**config.mk**
```make
export PLATFORM = sky130hd
export DESIGN_NAME = rom_byte_streamer
export DESIGN_NICKNAME = d
export VERILOG_FILES = /design/src/rtl/rom_stream_pkg.sv /design/src/rtl/stream_word_fifo.sv /design/src/rtl/rom_byte_streamer.sv
export SDC_FILE = /design/constraint.sdc
export NUM_CORES = 1
export LEC_CHECK = 0
export CORE_MARGIN = 2
export CORE_UTILIZATION = 45
export CTS_CLUSTER_DIAMETER = 200
export DETAILED_ROUTE_END_ITERATION = 12
export GPL_TIMING_DRIVEN = 0
export PLACE_DENSITY_LB_ADDON = 0.08
export SYNTH_ARGS = -nofsm -noshare
export SYNTH_HDL_FRONTEND = slang
export SYNTH_HIERARCHICAL = 1
export SYNTH_SLANG_ARGS = --single-unit
```
**constraint.sdc**
```tcl
create_clock -name clk -period 6.14 [get_ports clk]
set_input_delay 1.228 -clock clk [delete_from_list [all_inputs] [get_ports clk]]
set_output_delay 1.228 -clock clk [all_outputs]
set_load 0.02 [all_outputs]
```
**src/rtl/rom_stream_pkg.sv**
```systemverilog
// rom_stream_pkg: shared states and CRC-32/IEEE helpers for the ROM byte streamer.
package rom_stream_pkg;

    typedef enum logic [1:0] {S_IDLE, S_STREAM, S_TAIL, S_DONE} state_t;

    localparam logic [31:0] CRC32_POLY = 32'hEDB88320;
    localparam logic [31:0] CRC32_INIT = 32'hFFFFFFFF;

    function automatic logic [31:0] crc32_byte(input logic [31:0] crc, input logic [7:0] data);
        logic [31:0] c;
        c = crc ^ {24'd0, data};
        for (int i = 0; i < 8; i++)
            c = c[0] ? ((c >> 1) ^ CRC32_POLY) : (c >> 1);
        return c;
    endfunction

endpackage

```
**src/rtl/stream_word_fifo.sv**
```systemverilog
// stream_word_fifo: DEPTH x 32 synchronous word FIFO with flush and same-cycle push/pop.
module stream_word_fifo #(
    parameter int DEPTH = 16
) (
    input  logic        clk,
    input  logic        reset_n,
    input  logic        flush,
    input  logic        push,
    input  logic        pop,
    input  logic [31:0] din,
    output logic [31:0] dout,
    output logic        full,
    output logic        empty
);
    localparam int AW = $clog2(DEPTH);

    logic [31:0]   r_mem [DEPTH];
    logic [AW-1:0] r_wr, r_rd;
    logic [AW:0]   r_cnt;

    assign dout  = r_mem[r_rd];
    assign full  = r_cnt == (AW+1)'(DEPTH);
    assign empty = r_cnt == '0;

    always_ff @(posedge clk or negedge reset_n) begin
        if (!reset_n) begin
            r_wr  <= '0;
            r_rd  <= '0;
            r_cnt <= '0;
        end else if (flush) begin
            r_wr  <= '0;
            r_rd  <= '0;
            r_cnt <= '0;
        end else begin
            if (push) r_wr <= r_wr + 1'b1;
            if (pop)  r_rd <= r_rd + 1'b1;
            r_cnt <= r_cnt + (AW+1)'(push) - (AW+1)'(pop);
        end
    end

    always_ff @(posedge clk)
        if (push) r_mem[r_wr] <= din;

endmodule

```
**src/rtl/rom_byte_streamer.sv**
```systemverilog
// rom_byte_streamer: buffers host words and emits a paced byte stream for the ROM loader.
// Define ROM_STREAM_CRC_EN to build the CRC-32/IEEE over emitted bytes; otherwise crc32 is 0.
module rom_byte_streamer
    import rom_stream_pkg::*;
#(
    parameter int FIFO_DEPTH = 16,
    parameter int BYTE_GAP   = 4,
    parameter bit WORD_BE    = 1'b1
) (
    input  logic        clk,
    input  logic        reset_n,
    input  logic        xfer_start,
    input  logic [24:0] xfer_len,
    input  logic        xfer_end,
    input  logic        wr_en,
    input  logic [31:0] wr_data,
    output logic        downloading,
    output logic [7:0]  indata,
    output logic        indata_clk,
    output logic [24:0] byte_count,
    output logic        overflow,
    output logic        busy,
    output logic [31:0] crc32
);
    localparam int GW = $clog2(BYTE_GAP);

    state_t        r_state, w_next;
    logic [24:0]   r_len, r_byte_count, w_next_count;
    logic [31:0]   r_shift, w_dout;
    logic [2:0]    r_lanes;
    logic [GW-1:0] r_gap;
    logic [7:0]    r_indata, w_byte;
    logic          r_end_seen, r_overflow, r_downloading, r_indata_clk;
    logic          w_start, w_emit, w_pop, w_push, w_drop, w_len_hit, w_drained, w_full, w_empty;

    assign w_start      = r_state == S_IDLE && xfer_start;
    assign w_emit       = r_state == S_STREAM && r_lanes != '0 && r_gap == '0;
    assign w_pop        = r_state == S_STREAM && r_lanes == '0 && !w_empty;
    assign w_push       = r_state == S_STREAM && wr_en && (!w_full || w_pop);
    assign w_drop       = r_state == S_STREAM && wr_en && w_full && !w_pop;
    assign w_next_count = &r_byte_count ? r_byte_count : r_byte_count + 25'd1;
    assign w_len_hit    = w_emit && r_len != '0 && w_next_count == r_len;
    assign w_drained    = r_end_seen && w_empty && r_lanes == '0;
    assign w_byte       = WORD_BE ? r_shift[31:24] : r_shift[7:0];

    stream_word_fifo #(.DEPTH(FIFO_DEPTH)) u_fifo (
        .clk    (clk),
        .reset_n(reset_n),
        .flush  (w_start),
        .push   (w_push),
        .pop    (w_pop),
        .din    (wr_data),
        .dout   (w_dout),
        .full   (w_full),
        .empty  (w_empty)
    );

    always_ff @(posedge clk or negedge reset_n)
        if (!reset_n) r_state <= S_IDLE;
        else          r_state <= w_next;

    always_comb begin
        w_next = r_state;
        case (r_state)
            S_IDLE:   w_next = xfer_start ? S_STREAM : S_IDLE;
            S_STREAM: w_next = (w_len_hit || w_drained) ? S_TAIL : S_STREAM;
            S_TAIL:   w_next = r_gap == '0 ? S_DONE : S_TAIL;
            default:  w_next = S_IDLE;
        endcase
    end

    // The gap counter runs from the last strobe, so it also times the tail envelope.
    always_ff @(posedge clk or negedge reset_n) begin
        if (!reset_n) begin
            r_len         <= '0;
            r_byte_count  <= '0;
            r_shift       <= '0;
            r_lanes       <= '0;
            r_gap         <= '0;
            r_indata      <= '0;
            r_indata_clk  <= 1'b0;
            r_end_seen    <= 1'b0;
            r_overflow    <= 1'b0;
            r_downloading <= 1'b0;
        end else begin
            r_indata_clk <= w_emit;
            if (w_start) begin
                r_len         <= xfer_len;
                r_byte_count  <= '0;
                r_overflow    <= 1'b0;
                r_end_seen    <= 1'b0;
                r_lanes       <= '0;
                r_gap         <= '0;
                r_downloading <= 1'b1;
            end
            if (r_state == S_STREAM && xfer_end) r_end_seen <= 1'b1;
            if (w_drop) r_overflow <= 1'b1;
            if (w_pop) begin
                r_shift <= w_dout;
                r_lanes <= 3'd4;
            end
            if (w_emit) begin
                r_indata     <= w_byte;
                r_shift      <= WORD_BE ? r_shift << 8 : r_shift >> 8;
                r_lanes      <= w_len_hit ? 3'd0 : r_lanes - 3'd1;
                r_byte_count <= w_next_count;
                r_gap        <= GW'(BYTE_GAP - 1);
            end else if (r_gap != '0) begin
                r_gap <= r_gap - 1'b1;
            end
            if (r_state == S_TAIL && r_gap == '0) r_downloading <= 1'b0;
        end
    end

`ifdef ROM_STREAM_CRC_EN
    logic [31:0] r_crc;

    always_ff @(posedge clk or negedge reset_n)
        if (!reset_n)    r_crc <= CRC32_INIT;
        else if (w_start) r_crc <= CRC32_INIT;
        else if (w_emit)  r_crc <= crc32_byte(r_crc, w_byte);

    assign crc32 = ~r_crc;
`else
    assign crc32 = '0;
`endif

    assign downloading = r_downloading;
    assign indata      = r_indata;
    assign indata_clk  = r_indata_clk;
    assign byte_count  = r_byte_count;
    assign overflow    = r_overflow;
    assign busy        = r_state != S_IDLE;

endmodule

```
# After elaboration in Yosys (flattened, before gate mapping)
# Memory sizes are Yosys's and may differ from the RTL's.
# Index checks and enable logic that the tools add are counted.
# W data, S select, Z words.
op_classes:
  n_lt_le_gt_ge: 0
  bitwise_logic: 0
  n_div: 0
  shifts: 0
  n_reduce_logical: 38
  n_mux: 28
  eq_ne: 4
  multipliers: 0
  add_sub_neg: 7
ops:
  columns: ["cell", "n"]
  rows:
  - ["$mux W25", 3]
  - ["$mux W32", 2]
  - ["$add A25 B1 Y25 const B", 1]
  - ["$eq A25 B25 Y1", 1]
  - ["$reduce_and A25 Y1", 1]
  - ["$reduce_bool A25 Y1", 1]
  - ["$reduce_bool A2 Y1", 9]
  - ["$mux W4", 4]
  - ["$logic_and A1 B1 Y1", 15]
  - ["$mux W3", 4]
  - ["$mux W1", 9]
  - ["$reduce_bool A3 Y1", 3]
  - ["$add A4 B1 Y4 const B", 2]
  - ["$mux W2", 4]
  - ["$pmux W2 S3", 1]
  - ["$add A5 B1 Y5", 1]
  - ["$eq A5 B5 Y1 const B", 1]
  - ["$logic_not A5 Y1", 1]
  - ["$mux W5", 1]
  - ["$sub A5 B1 Y5", 1]
  - ["$logic_not A2 Y1", 2]
  - ["$logic_not A1 Y1", 3]
  - ["$logic_not A3 Y1", 1]
  - ["$sub A3 B1 Y3 const B", 1]
  - ["other kinds (4)", 5]
word_totals:
  output_inout_bits: 69
  latch_bits: 0
  memories: 1
  register_bits: 114
  word_cells: 92
  mem_bits_ro: 0
  ram_bits: 512
memory_table:
  columns: ["memory", "depth", "width", "read_ports", "rd_ports_with_merged_regs", "write_ports", "line", "text"]
  rows:
  - ["u_fifo.r_mem", 16, 32, 1, 0, 1, "stream_word_fifo.sv:17", "logic [31:0] r_mem [DEPTH];"]

# Longest topological paths before layout
# Gate-level depths: netlist (run 1).
logic_depth:
  word_depth: 8
  mapped_depth: 16
  mapped_depth_nobuf: 14

# Hierarchy
# Netlist (run 1), hierarchy kept.
by_module_without_submodules:
  columns: ["mod", "seq_area_each_um2", "cells_each", "area_each_um2", "instances"]
  rows:
  - ["stream_word_fifo", 15700.1, 883, 20000.4, 1]
  - ["rom_byte_streamer", 2527.4, 691, 5805.6, 1]

# Worst setup path before layout (run 1)
# No wires, ideal clock.
synth_timing:
  kind: "register to register"
  start: "register u_fifo.r_cnt[2]"
  end: "memory u_fifo.r_mem[0][0], enable pin"
  setup_time_ns: 0.461
  stages_incl_launch_ff: 11
  arrival_ns: 4.259
  synth_period_minus_slack_ns: 4.720
  setup_slack_ns: 1.420
  path_cell_list: "dfrtp_1 > inv_1 > ha_1 > nor4b_1 > or3_1 > clkbuf_1 > buf_1 > a21oi_1 > clkbuf_1 > nand2_1 > nor3_1"
synth_via:
  elab_chain_cells: 7
  elab_cells_between_ends: 9
  classes_between: "eq/ne (1); mux (2); reduce/logical (6)"
synth_rtl:
  columns: ["element", "line", "text"]
  rows:
  - ["start, declared", "stream_word_fifo.sv:19", "logic [AW:0] r_cnt;"]
  - ["start signal, assigned", "stream_word_fifo.sv:37", "r_cnt <= r_cnt + (AW+1)'(push) - (AW+1)'(pop);"]
  - ["$logic_not A5 Y1", "stream_word_fifo.sv:23", "assign empty = r_cnt == '0;"]
  - ["named net w_empty", "rom_byte_streamer.sv:34", "logic w_start, w_emit, w_pop, w_push, w_drop, w_len_hit, w_drained, w_full, w_empty;"]
  - ["$logic_not A1 Y1", "rom_byte_streamer.sv:38", "assign w_pop = r_state == S_STREAM && r_lanes == '0 && !w_empty;"]
  - ["$logic_and A1 B1 Y1", "rom_byte_streamer.sv:38", null]
  - ["$logic_or A1 B1 Y1", "rom_byte_streamer.sv:39", "assign w_push = r_state == S_STREAM && wr_en && (!w_full || w_pop);"]
  - ["$logic_and A1 B1 Y1", "rom_byte_streamer.sv:39", null]
  - ["named net w_push", "rom_byte_streamer.sv:34", null]
  - ["$mux W1", "stream_word_fifo.sv:42", "if (push) r_mem[r_wr] <= din;"]
  - ["$mux W1 (not written as such)", "stream_word_fifo.sv:42", null]
  - ["end, declared", "stream_word_fifo.sv:17", null]
# The timed path passes the listed nets, and every way through them passes these cells.

# Worst setup path in the final report (run 1)
layout_timing:
  start: "register u_fifo.r_cnt[2]"
  end: "register u_fifo.r_cnt[4]"
layout_via:
  elab_chain_cells: 8
  elab_cells_between_ends: 10
  classes_between: "add/sub (2); eq/ne (1); mux (1); reduce/logical (6)"
layout_rtl:
  columns: ["element", "line", "text"]
  rows:
  - ["$logic_not A5 Y1 (*)", "stream_word_fifo.sv:23", null]
  - ["named net w_empty", "rom_byte_streamer.sv:34", null]
  - ["$logic_not A1 Y1 (*)", "rom_byte_streamer.sv:38", null]
  - ["$logic_and A1 B1 Y1 (*)", "rom_byte_streamer.sv:38", null]
  - ["named net w_pop", "rom_byte_streamer.sv:34", null]
  - ["$logic_or A1 B1 Y1", "rom_byte_streamer.sv:39", null]
  - ["$logic_and A1 B1 Y1", "rom_byte_streamer.sv:39", null]
  - ["$add A5 B1 Y5", "stream_word_fifo.sv:37", null]
  - ["$sub A5 B1 Y5 (*)", "stream_word_fifo.sv:37", null]
  - ["$mux W5 (*)", "stream_word_fifo.sv:30", "end else if (flush) begin"]
# Mark *: on every way through the listed nets, which the timed path passes. The rest lies on a longest branch.
# A chain may end at the register's enable or synchronous reset.

==> results of run 1 <==
stage by stage:
stage                     setup TNS, ns  cells  instance area [um2]  power, mW
after floorplan                       0   1605                25900       8.70
after global placement          -271.03   2459                27800       10.4
after detailed placement              0   2482                28300       10.5
after CTS                             0   2602                30400       14.4
after global routing                  0   2602                30400       15.0
final                                 0   2602                30400       14.3
worst max path at each step:
stage / slack, ns / from / depth (start not counted) / endpoint
floorplan: 1.42 / u_fifo/r_cnt[2] / 10 / u_fifo/r_mem[0][0]
global placement: -2.31 / u_fifo/r_cnt[2] / 10 / u_fifo/r_mem[4][11]
detailed placement: 1.79 / u_fifo/r_cnt[2] / 16 / u_fifo/r_cnt[4]
CTS: 1.78 / u_fifo/r_cnt[2] / 16 / u_fifo/r_cnt[4]
global route: 1.51 / u_fifo/r_cnt[2] / 16 / u_fifo/r_cnt[4]
finish: 1.75 / u_fifo/r_cnt[2] / 16 / u_fifo/r_cnt[4]
cells by family (layout without fill, tap and decap cells):
logic type               Yosys count  count (layout)  synth area share [%]
other                              1              32                0.0145
buffers and inverters            144             385                  2.91
AO/OA/AOI/OAI                    220             220                  5.90
XOR/XNOR                          38              38                  1.29
AND/OR/NAND/NOR                  395             395                  7.05
multiplexers                     135             135                  11.5
adder cells (fa/ha/maj)           15              15                 0.756
flip-flops                       626             626                  70.6
sequential cells by signal (all words and copies together) (netlist names), 2 cells and up:
signal        flops
u_fifo/r_cnt      5
r_state           2
r_gap             2
indata            8
u_fifo/r_mem    512
r_len            25
r_lanes           3
r_shift          32
u_fifo/r_wr       4
byte_count       25
u_fifo/r_rd       4
worst reg2reg max path: stages (launching register included):
cell and delay, ns:
dfrtp_1 0.39, inv_1 0.10, ha_1 0.16, nor4b_1 0.39
or3_1 0.18, clkbuf_1 0.48, clkinv_1 0.44, buf_1 0.50
ha_1 0.45, inv_1 0.05, ha_1 0.15, inv_1 0.06
fa_1 0.41, nor2b_1 0.16, o21bai_1 0.10, a21oi_1 0.17
nor3b_1 0.07
power groups by stage:
stage | combinational (mW) | sequential, mW | clock, mW
2_1_floorplan | 3.03 | 5.67 | 0
5_1_grt | 5.17 | 5.70 | 4.14
4_1_cts | 4.83 | 5.63 | 3.97
3_5_place_dp | 4.81 | 5.71 | 0
3_3_place_gp | 4.69 | 5.72 | 0
6_report | 4.80 | 5.64 | 3.89
per-layer routing:
| layer | GRT usage, % | up-vias | part of all wire (%) |
|---|---|---|---|
| li1 | - | 6542 | - |
| met1 | 32.0 | 7971 | 42 |
| met2 | 38.9 | 513 | 50 |
| met4 | 6.33 | 2 | 2.5 |
| met3 | 3.69 | 115 | 5.4 |
| met5 | 0 | - | 0.021 |
layout make-up:
cell class / instances / area (um2) / share of cell area [%]
flip-flops and latches: 626 / 18200 / 60.0
clock inverters: 32 / 267 / 0.877
clock buffers: 88 / 1840 / 6.05
well taps: 756 / 946 / 3.11
plain buffers: 121 / 664 / 2.19
repair buffers: 121 / 1390 / 4.56
multi-input cells: 835 / 6980 / 23.0
inverters: 23 / 86.3 / 0.284
cell usage in the layout, fill, tap and decap left out, types with 5 or more instances in the layout:
| master | netlist | final |
|---|---|---|
| nor3_1 | 14 | 12 |
| buf_6 | 5 | 12 |
| and4_1 | 9 | 9 |
| clkinv_2 | 0 | 12 |
| clkdlybuf4s50_1 | 0 | 97 |
| nand3_1 | 20 | 20 |
| mux4_2 | 128 | 128 |
| clkbuf_1 | 50 | 66 |
| a21oi_1 | 28 | 28 |
| nand2_1 | 212 | 212 |
| inv_1 | 21 | 21 |
| clkinv_1 | 2 | 13 |
| o21ai_0 | 28 | 28 |
| buf_4 | 40 | 42 |
| nor2b_1 | 9 | 9 |
| xor2_1 | 17 | 17 |
| o31ai_1 | 15 | 15 |
| nor4_1 | 13 | 13 |
| and2_2 | 0 | 12 |
| mux2i_1 | 5 | 5 |
| ha_1 | 14 | 14 |
| edfxtp_1 | 512 | 512 |
| nand4_1 | 11 | 11 |
| a22oi_1 | 66 | 66 |
| nor2_1 | 65 | 63 |
| a31oi_1 | 35 | 35 |
| buf_2 | 17 | 17 |
| a22o_1 | 8 | 8 |
| buf_12 | 0 | 12 |
| dfrtp_1 | 114 | 114 |
| xnor2_1 | 21 | 21 |
| buf_1 | 8 | 8 |
| clkbuf_16 | 0 | 70 |
| conb_1 | 1 | 32 |
==> run_results.csv, run 1 <==
group,metric,value,unit
critical_path,start_kind,"flop",
critical_path,critical_path.slowest_cell,"buf_1",
cells_and_area,final_core_util,53.8,%
critical_path,crit_required,6.59,ns
synth,synth_common_cells,"edfxtp_1, nand2_1, mux4_2",
grt,grt_pass1_wl,101000,um
power_and_ir_drop,p_int,9.39,mW
critical_path,r2r_end,"u_fifo/r_cnt[4]",
placement,gp_congestion,0.865,
clock_tree,cts_buffer_depth,3,
synth,netlist.area_leader.share,59.6,%
critical_path,critPathKind,"reg2reg",
critical_path,slowest_delay,0.50,ns
drt,route.detailed.drc,0,
drt,wl_per_cell,26.1,um
drt,vias,15100,
power_and_ir_drop,power_density,471,nW/um2
timing,period_needed,4.39,ns
critical_path,path_cells,"inv_1 -> ha_1 -> nor4b_1 -> or3_1 -> clkbuf_1 -> clkinv_1 -> buf_1 -> ha_1 -> inv_1 -> ha_1 -> inv_1 -> fa_1 -> nor2b_1 -> o21bai_1 -> a21oi_1 -> nor3b_1",
grt,antenna_found_initial,1,
critical_path,rr_worst_depth,16,
power_and_ir_drop,power_frac_seq,39.4,%
timing,setup_viol,0,
synth,syn_area,25800,um2
synth,ys_async_sr_fraction,18.2,%
clock_tree,cts_sinks,626,
die,core,56500,um2
clock_tree,cts_setup_buffers,0,
clock_tree,numCtsBuffers,69,
timing,final.setup.worst_slack,1.75,ns
synth,synthFlopType,"edfxtp_1",
grt,grt_max_degree,60,
die,start_util,45.7,%
drt,totalWireLength,67800,um
clock_tree,h-tree-depth,3,
synth,yosys.area.top_type,"edfxtp_1",
power_and_ir_drop,power_frac_comb,33.5,%
die,die_area,59300,um2
timing,rsz0062_at_grt,"no",
critical_path,r2r_setup_slack,1.75,ns
die,ios,131,
power_and_ir_drop,power_leakage,10.6,nW
die,num_rows,87,
clock_tree,cts_resized,0,
placement,place_ws,1.79,ns
timing,finalClockSkew,0.0203,ns
critical_path,worstSetupEndpointType,"flop",
die,die_height,243,um
cells_and_area,final_layout_size_suffix_gt1_share,18.3,%
clock_tree,cts_tree,"built",
drt,antenna_left,0,
drt,viasPerCell,5.82,
synth,synth-seq-area-share,70.6,%
run_status,status,"complete, no violations",
drt,drt_iter0_drc,1542,
grt,gr-total-overflow,0,
clock_tree,cts_root_buffer,"clkbuf_16",
timing,tightest_slew,1.09,ns
synth,synth-seq-cells,626,
synth,syn-instance-count,1574,
worst_hold_path,hold_path.class,"reg2reg",
drt,dr.pass1.iters,5,
synth,ys_warn_count,6,
placement,hpwl,44700,um
critical_path,path_max_fanout,14,
cells_and_area,nets,1874,
power_and_ir_drop,clkPwrFrac,27.2,%
cells_and_area,area.growth.synth_to_final,17.8,%
die,die_w,243,um
worst_hold_path,hp-start,"r_shift[31]",
placement,io_buffer_count,98,
clock_tree,path_clk_slew,0.06,ns
timing,fmax,228,MHz
timing,fin_crit_sh,71.5,%
job,cap_violations,0,
grt,first_global_vias,15200,
clock_tree,holdBufCountCts,0,
grt,grt_usage,23.3,%
synth,synth.top_cells.by_area,"edfxtp_1, mux4_2, dfrtp_1",
power_and_ir_drop,ir_worst_vdd,0.233,mV
worst_hold_path,min_to,"r_shift[31]",
timing,hold_slack,0.477,ns
timing,hold_viol,0,
synth,synth.most_common_cell,"edfxtp_1",
power_and_ir_drop,p_switching,4.93,mW
critical_path,critPathArrivalTime,4.84,ns
critical_path,worst_path_dominant_cell_family,"buffers and inverters",
synth,synth_cell_types,75,
power_and_ir_drop,p_sw_share,34.4,%
cells_and_area,antenna_cells,0,
clock_tree,clock_latency,0.61,ns
timing,final_max_slew_viol_count,0,
critical_path,worstReg2RegStart,"u_fifo/r_cnt[2]",
timing,relSlewSlack,27.1,%
critical_path,critPathBufInv,6,
cells_and_area,fill_cells,4569,
worst_hold_path,holdPathStages,2,
synth,avgSynthCellArea,16.4,um2
synth,synth-edff-count,512,
No activity file was read; power rests on OpenSTA's default activity.
==> run 2: changes to the inputs <==
==> constraint.sdc (replaced) <==
create_clock -name clk -period 4.5 [get_ports clk]
set_input_delay 0.9 -clock clk [delete_from_list [all_inputs] [get_ports clk]]
set_output_delay 0.9 -clock clk [all_outputs]
set_load 0.02 [all_outputs]
==> run 2 against run 1 <==
Against the previous run:
- register-to-register slack got worse by 1.4 ns
- worst hold slack got worse by 0.22 ns
- sequential power increased by 36%
- clock skew about the same
- critical path type unchanged
==> run_results.csv, run 2 (synthesis gave the netlist of run 1 again) <==
group,metric,value,unit
cells_and_area,final_cell_mix,"edfxtp_1, nand2_1, mux4_2, dfrtp_1, clkdlybuf4s50_1",
grt,grt_max_degree,60,
drt,dr.pass1.iters,5,
critical_path,start_kind,"flop",
critical_path,path_cells,"inv_1 -> ha_1 -> nor4b_1 -> or3_1 -> clkinv_1 -> buf_1 -> ha_1 -> inv_1 -> ha_1 -> inv_1 -> fa_1 -> nor2b_1 -> o21bai_1 -> a21oi_1 -> nor3b_1",
timing,finalClockSkew,0.0202,ns
critical_path,crit_required,4.95,ns
die,core,56500,um2
power_and_ir_drop,power_frac_comb,33.5,%
power_and_ir_drop,clkPwrFrac,27.2,%
timing,fmax,241,MHz
die,num_rows,87,
die,die_area,59300,um2
grt,antenna_found_initial,1,
die,start_util,45.7,%
clock_tree,h-tree-depth,3,
cells_and_area,largest_reg_flops,512,
power_and_ir_drop,p_int,12.8,mW
placement,hpwl,44700,um
cells_and_area,final_layout_size_suffix_gt1_share,18.3,%
placement,gp_congestion,0.865,
grt,grt_pass1_wl,101000,um
cells_and_area,area.growth.synth_to_final,17.8,%
grt,gr-total-overflow,0,
die,die_height,243,um
timing,final_max_slew_viol_count,0,
placement,io_buffer_count,98,
drt,totalWireLength,67900,um
cells_and_area,nets,1873,
timing,tightest_slew,1.08,ns
clock_tree,cts_root_buffer,"clkbuf_16",
cells_and_area,largest-register,"u_fifo/r_mem",
cells_and_area,antenna_cells,0,
drt,vias,15100,
grt,first_global_vias,15200,
clock_tree,cts_resized,0,
power_and_ir_drop,ir_worst_vdd,0.319,mV
run_status,status,"complete, no violations",
power_and_ir_drop,total_power,19.5,mW
power_and_ir_drop,power_frac_seq,39.4,%
power_and_ir_drop,p_switching,6.73,mW
die,ios,131,
drt,route.detailed.drc,0,
clock_tree,cts_tree,"built",
timing,relSlewSlack,28.2,%
timing,setup_tns,0,ns
power_and_ir_drop,power_leakage,10.6,nW
critical_path,r2r_setup_slack,0.36,ns
grt,grt_usage,23.3,%
worst_hold_path,hold_path.class,"in2async",
timing,fin_crit_sh,92.0,%
drt,viasPerCell,5.79,
clock_tree,cts_setup_buffers,0,
power_and_ir_drop,power_density,643,nW/um2
critical_path,critPathArrivalTime,4.59,ns
clock_tree,clock_latency,0.61,ns
clock_tree,cts_buffer_depth,3,
timing,hold_slack,0.262,ns
critical_path,worstSetupEndpointType,"flop",
timing,period_needed,4.14,ns
cells_and_area,top_regs,"u_fifo/r_mem x512, r_shift x32",
clock_tree,numCtsBuffers,69,
clock_tree,cts_sinks,626,
timing,rsz0062_at_grt,"no",
critical_path,critical_path.slowest_cell,"or3_1",
drt,antenna_left,0,
critical_path,path_max_fanout,14,
drt,drt_iter0_drc,1502,
clock_tree,path_clk_slew,0.06,ns
power_and_ir_drop,p_sw_share,34.4,%
critical_path,slowest_delay,0.49,ns
timing,setup_viol,0,
cells_and_area,final_core_util,53.8,%
drt,wl_per_cell,26.1,um
timing,hold_viol,0,
cells_and_area,mostFrequentLayoutCell,"edfxtp_1",
die,die_w,243,um
job,cap_violations,0,
critical_path,critPathKind,"reg2reg",
## run 2: cell count changes in the layout (fill, tap and decap cells not counted), sizes merged
cell / delta
clkbuf: -1
## run 2: area by class of cell
type	count	area (um2)
clock buffers	88	1840
plain buffers	120	661
flip-flops and latches	626	18200
inverters	23	86.3
clock inverters	32	267
repair buffers	121	1390
fillers	4569	26100
multi-input cells	835	6980
well taps	756	946
## run 2: stage by stage
stage	std cells	setup slack (ns)	instance area, um2
floorplan	1605	-0.220	25900
global placement	2459	-3.95	27800
detailed placement	2482	0.150	28300
CTS	2602	0.139	30400
global route	2601	0.0922	30400
finish	2601	0.359	30400
## run 2: power by group through the flow
stage                     clock network (mW)  registers, mW  logic, mW
after floorplan                            0           7.74       4.13
after global placement                     0           7.81       6.39
after detailed placement                   0           7.79       6.57
after CTS                               5.42           7.68       6.60
after global routing                    5.65           7.77       7.05
final                                   5.31           7.69       6.54
## run 2: per-layer routing
layer / vias up / part of all wire [%] / global-route usage, %
met5: - / 0.018 / 0
met4: 2 / 2.4 / 6.33
met3: 105 / 5.0 / 3.69
met2: 442 / 50 / 38.9
met1: 7974 / 43 / 32.0
li1: 6541 / - / -
## run 2: what timing repair did
action                     CTS  global route
hold buffers                 0             0
hold endpoints to repair     0             0
setup endpoints to repair    0             1
## run 2: final timing paths
kind / depth (start not counted) / to / startpoint
min reg2reg: 2 / r_shift[31] / r_shift[31]
min: 1 / u_fifo/r_cnt[2] / reset_n
max in group asynchronous: 2 / r_shift[9] / reset_n
max: 15 / u_fifo/r_cnt[4] / u_fifo/r_cnt[2]
min in group clk: 2 / r_shift[31] / r_shift[31]
max reg2reg: 15 / u_fifo/r_cnt[4] / u_fifo/r_cnt[2]
## run 2: worst max-delay path: cells and delay by family, from the launching register on
family,cells,cell delay (ns)
adders and majority gates,4,1.15
and+or+nand+nor,4,1.10
buffers and inverters,5,1.07
DFF,1,0.39
AOI/OAI and AO/OA,2,0.27
==> run 3: changes to the inputs <==
--- a/config.mk
+++ b/config.mk
@@ -5,6 +5,7 @@
 export SDC_FILE = /design/constraint.sdc
 export NUM_CORES = 1
 export LEC_CHECK = 0
+export CORE_ASPECT_RATIO = 0.5
 export CORE_MARGIN = 2
 export CORE_UTILIZATION = 45
 export CTS_CLUSTER_DIAMETER = 200
==> run 3 against run 2 <==
Against the previous run:
- global-route usage down 0.63 points
- clock-buffer cell count down 10
- first-iteration DRC count fell by 7.6%
- via count rose by 0.60%
- flip-flop and latch count is the same
- largest cell class unchanged
==> run_results.csv, run 3 (synthesis gave the netlist of run 1 again) <==
group,metric,value,unit
run_status,status,"complete, no violations",
placement,io_buffer_count,98,
grt,grt_usage,22.7,%
placement,placed_cell_area,28300,um2
clock_tree,path_clk_slew,0.07,ns
drt,viasPerCell,5.86,
cells_and_area,largest_reg_flops,512,
drt,wl_met1,30600,um
drt,route.detailed.drc,0,
job,cap_violations,0,
critical_path,r2r_end,"u_fifo/r_cnt[4]",
timing,hold_viol,0,
placement,place_ws,-0.00478,ns
drt,wl_per_cell,26.0,um
drt,routed-wl-met3,4240,um
grt,gr-total-overflow,0,
grt,grt_max_degree,76,
critical_path,crit_required,4.96,ns
cells_and_area,final_cell_mix,"edfxtp_1, nand2_1, mux4_2, dfrtp_1, clkdlybuf4s50_1",
timing,fmax,248,MHz
cells_and_area,area.growth.synth_to_final,16.5,%
clock_tree,cts_buffer_depth,3,
cells_and_area,multiInputGateArea,6990,um2
power_and_ir_drop,power_density,630,nW/um2
clock_tree,cts_root_buffer,"clkbuf_16",
drt,dr.pass1.iters,5,
die,ios,131,
timing,hold_slack,0.199,ns
grt,grt_pass1_wl,99600,um
grt,first_global_vias,15100,
die,num_rows,61,
timing,finalClockSkew,0.0230,ns
critical_path,critPathKind,"reg2reg",
power_and_ir_drop,ir_worst_vdd,0.322,mV
cells_and_area,largest-register,"u_fifo/r_mem",
die,start_util,46.0,%
timing,final_max_slew_viol_count,0,
die,die_area,59400,um2
timing,relSlewSlack,31.2,%
cells_and_area,antenna_cells,0,
cells_and_area,final_layout_size_suffix_gt1_share,17.7,%
cells_and_area,mostFrequentLayoutCell,"edfxtp_1",
clock_tree,cts_tree,"built",
placement,gp_congestion,0.880,
critical_path,critPathArrivalTime,4.49,ns
cells_and_area,seq_area,18200,um2
clock_tree,clock_latency,0.62,ns
worst_hold_path,hold_path.class,"in2async",
clock_tree,h-tree-depth,2,
drt,vias,15200,
cells_and_area,fill_cells,4508,
drt,top_layer_used,"met4",
critical_path,rr_worst_depth,15,
timing,rsz0062_at_grt,"no",
die,core,56100,um2
clock_tree,numCtsBuffers,55,
critical_path,start_kind,"flop",
critical_path,worstSetupEndpointType,"flop",
timing,tightest_slew,1.03,ns
cells_and_area,stdcell_area,30100,um2
drt,totalWireLength,67200,um
critical_path,path_max_fanout,14,
timing,fin_crit_sh,89.6,%
clock_tree,cts_setup_buffers,0,
critical_path,r2r_setup_slack,0.47,ns
timing,setup_viol,0,
clock_tree,cts_sinks,626,
drt,met2_length,31200,um
cells_and_area,nets,1859,
critical_path,worstReg2RegStart,"u_fifo/r_cnt[3]",
drt,antenna_left,0,
placement,hpwl,45500,um
timing,period_needed,4.03,ns
drt,drt_iter0_drc,1388,
cells_and_area,top_regs,"u_fifo/r_mem x512, r_shift x32",
power_and_ir_drop,power_leakage,10.4,nW
grt,antenna_found_initial,0,
die,die_height,173,um
die,die_w,343,um
timing,final.setup.worst_slack,0.470,ns
-- run 3: through the flow --
| stage | TNS, ns | power (mW) | cells | utilization (%) |
|---|---|---|---|---|
| floorplan | -14.11 | 11.9 | 1605 | - |
| global placement | -719.90 | 14.2 | 2459 | 49.6 |
| detailed placement | -0.00478 | 14.4 | 2482 | 50.4 |
| CTS | 0 | 19.1 | 2584 | 53.6 |
| global route | 0 | 19.9 | 2584 | 53.6 |
| finish | 0 | 18.9 | 2584 | 53.6 |
-- run 3: final cells by class --
| cell class | instances | share of cell area, % |
|---|---|---|
| clock buffer | 78 | 5.03 |
| clock inverter | 25 | 0.845 |
| timing repair buffer | 121 | 4.60 |
| buffer | 120 | 2.20 |
| multi-input combinational | 835 | 23.3 |
| tap | 756 | 3.15 |
| inverter | 23 | 0.287 |
| sequential | 626 | 60.6 |
-- run 3: power breakdown --
part / switching (mW) / internal [mW] / leakage (nW)
Combinational: 3.98 / 2.61 / 3.48
Clock: 2.12 / 2.53 / 0.855
Sequential: 0.513 / 7.17 / 6.05
Total: 6.62 / 12.3 / 10.4
-- run 3: critical path, stage by stage (launching register included) --
cell      delay [ns]
dfrtp_1         0.38
inv_1           0.07
ha_1            0.19
nor4b_1         0.17
or3_4           0.50
clkinv_1        0.19
buf_1           0.78
ha_1            0.37
inv_1           0.06
ha_1            0.15
inv_1           0.06
fa_1            0.40
nor2b_1         0.18
o21bai_1        0.12
a21oi_1         0.20
nor3b_1         0.07
-- run 3: what timing repair did --
action,CTS,global route
hold buffers,0,0
resized for setup,0,1
cloned,0,0
setup endpoints to repair,1,1
-- run 3: worst max path at each step --
stage | start | end | slack [ns] | cells past startpoint
finish | u_fifo/r_cnt[3] | u_fifo/r_cnt[4] | 0.47 | 15
detailed placement | u_fifo/r_cnt[3] | u_fifo/r_cnt[4] | -0.005 | 16
floorplan | u_fifo/r_cnt[2] | u_fifo/r_mem[0][0] | -0.22 | 10
global route | u_fifo/r_cnt[2] | u_fifo/r_cnt[4] | 0.19 | 15
CTS | u_fifo/r_cnt[3] | u_fifo/r_cnt[4] | 0.21 | 15
global placement | u_fifo/r_cnt[2] | u_fifo/r_mem[4][12] | -3.90 | 10
-- run 3: per-layer routing --
layer	global-route usage, %	up-vias
met5	0	-
met4	4.42	0
met3	3.32	93
met2	35.3	556
met1	34.3	8013
li1	-	6492
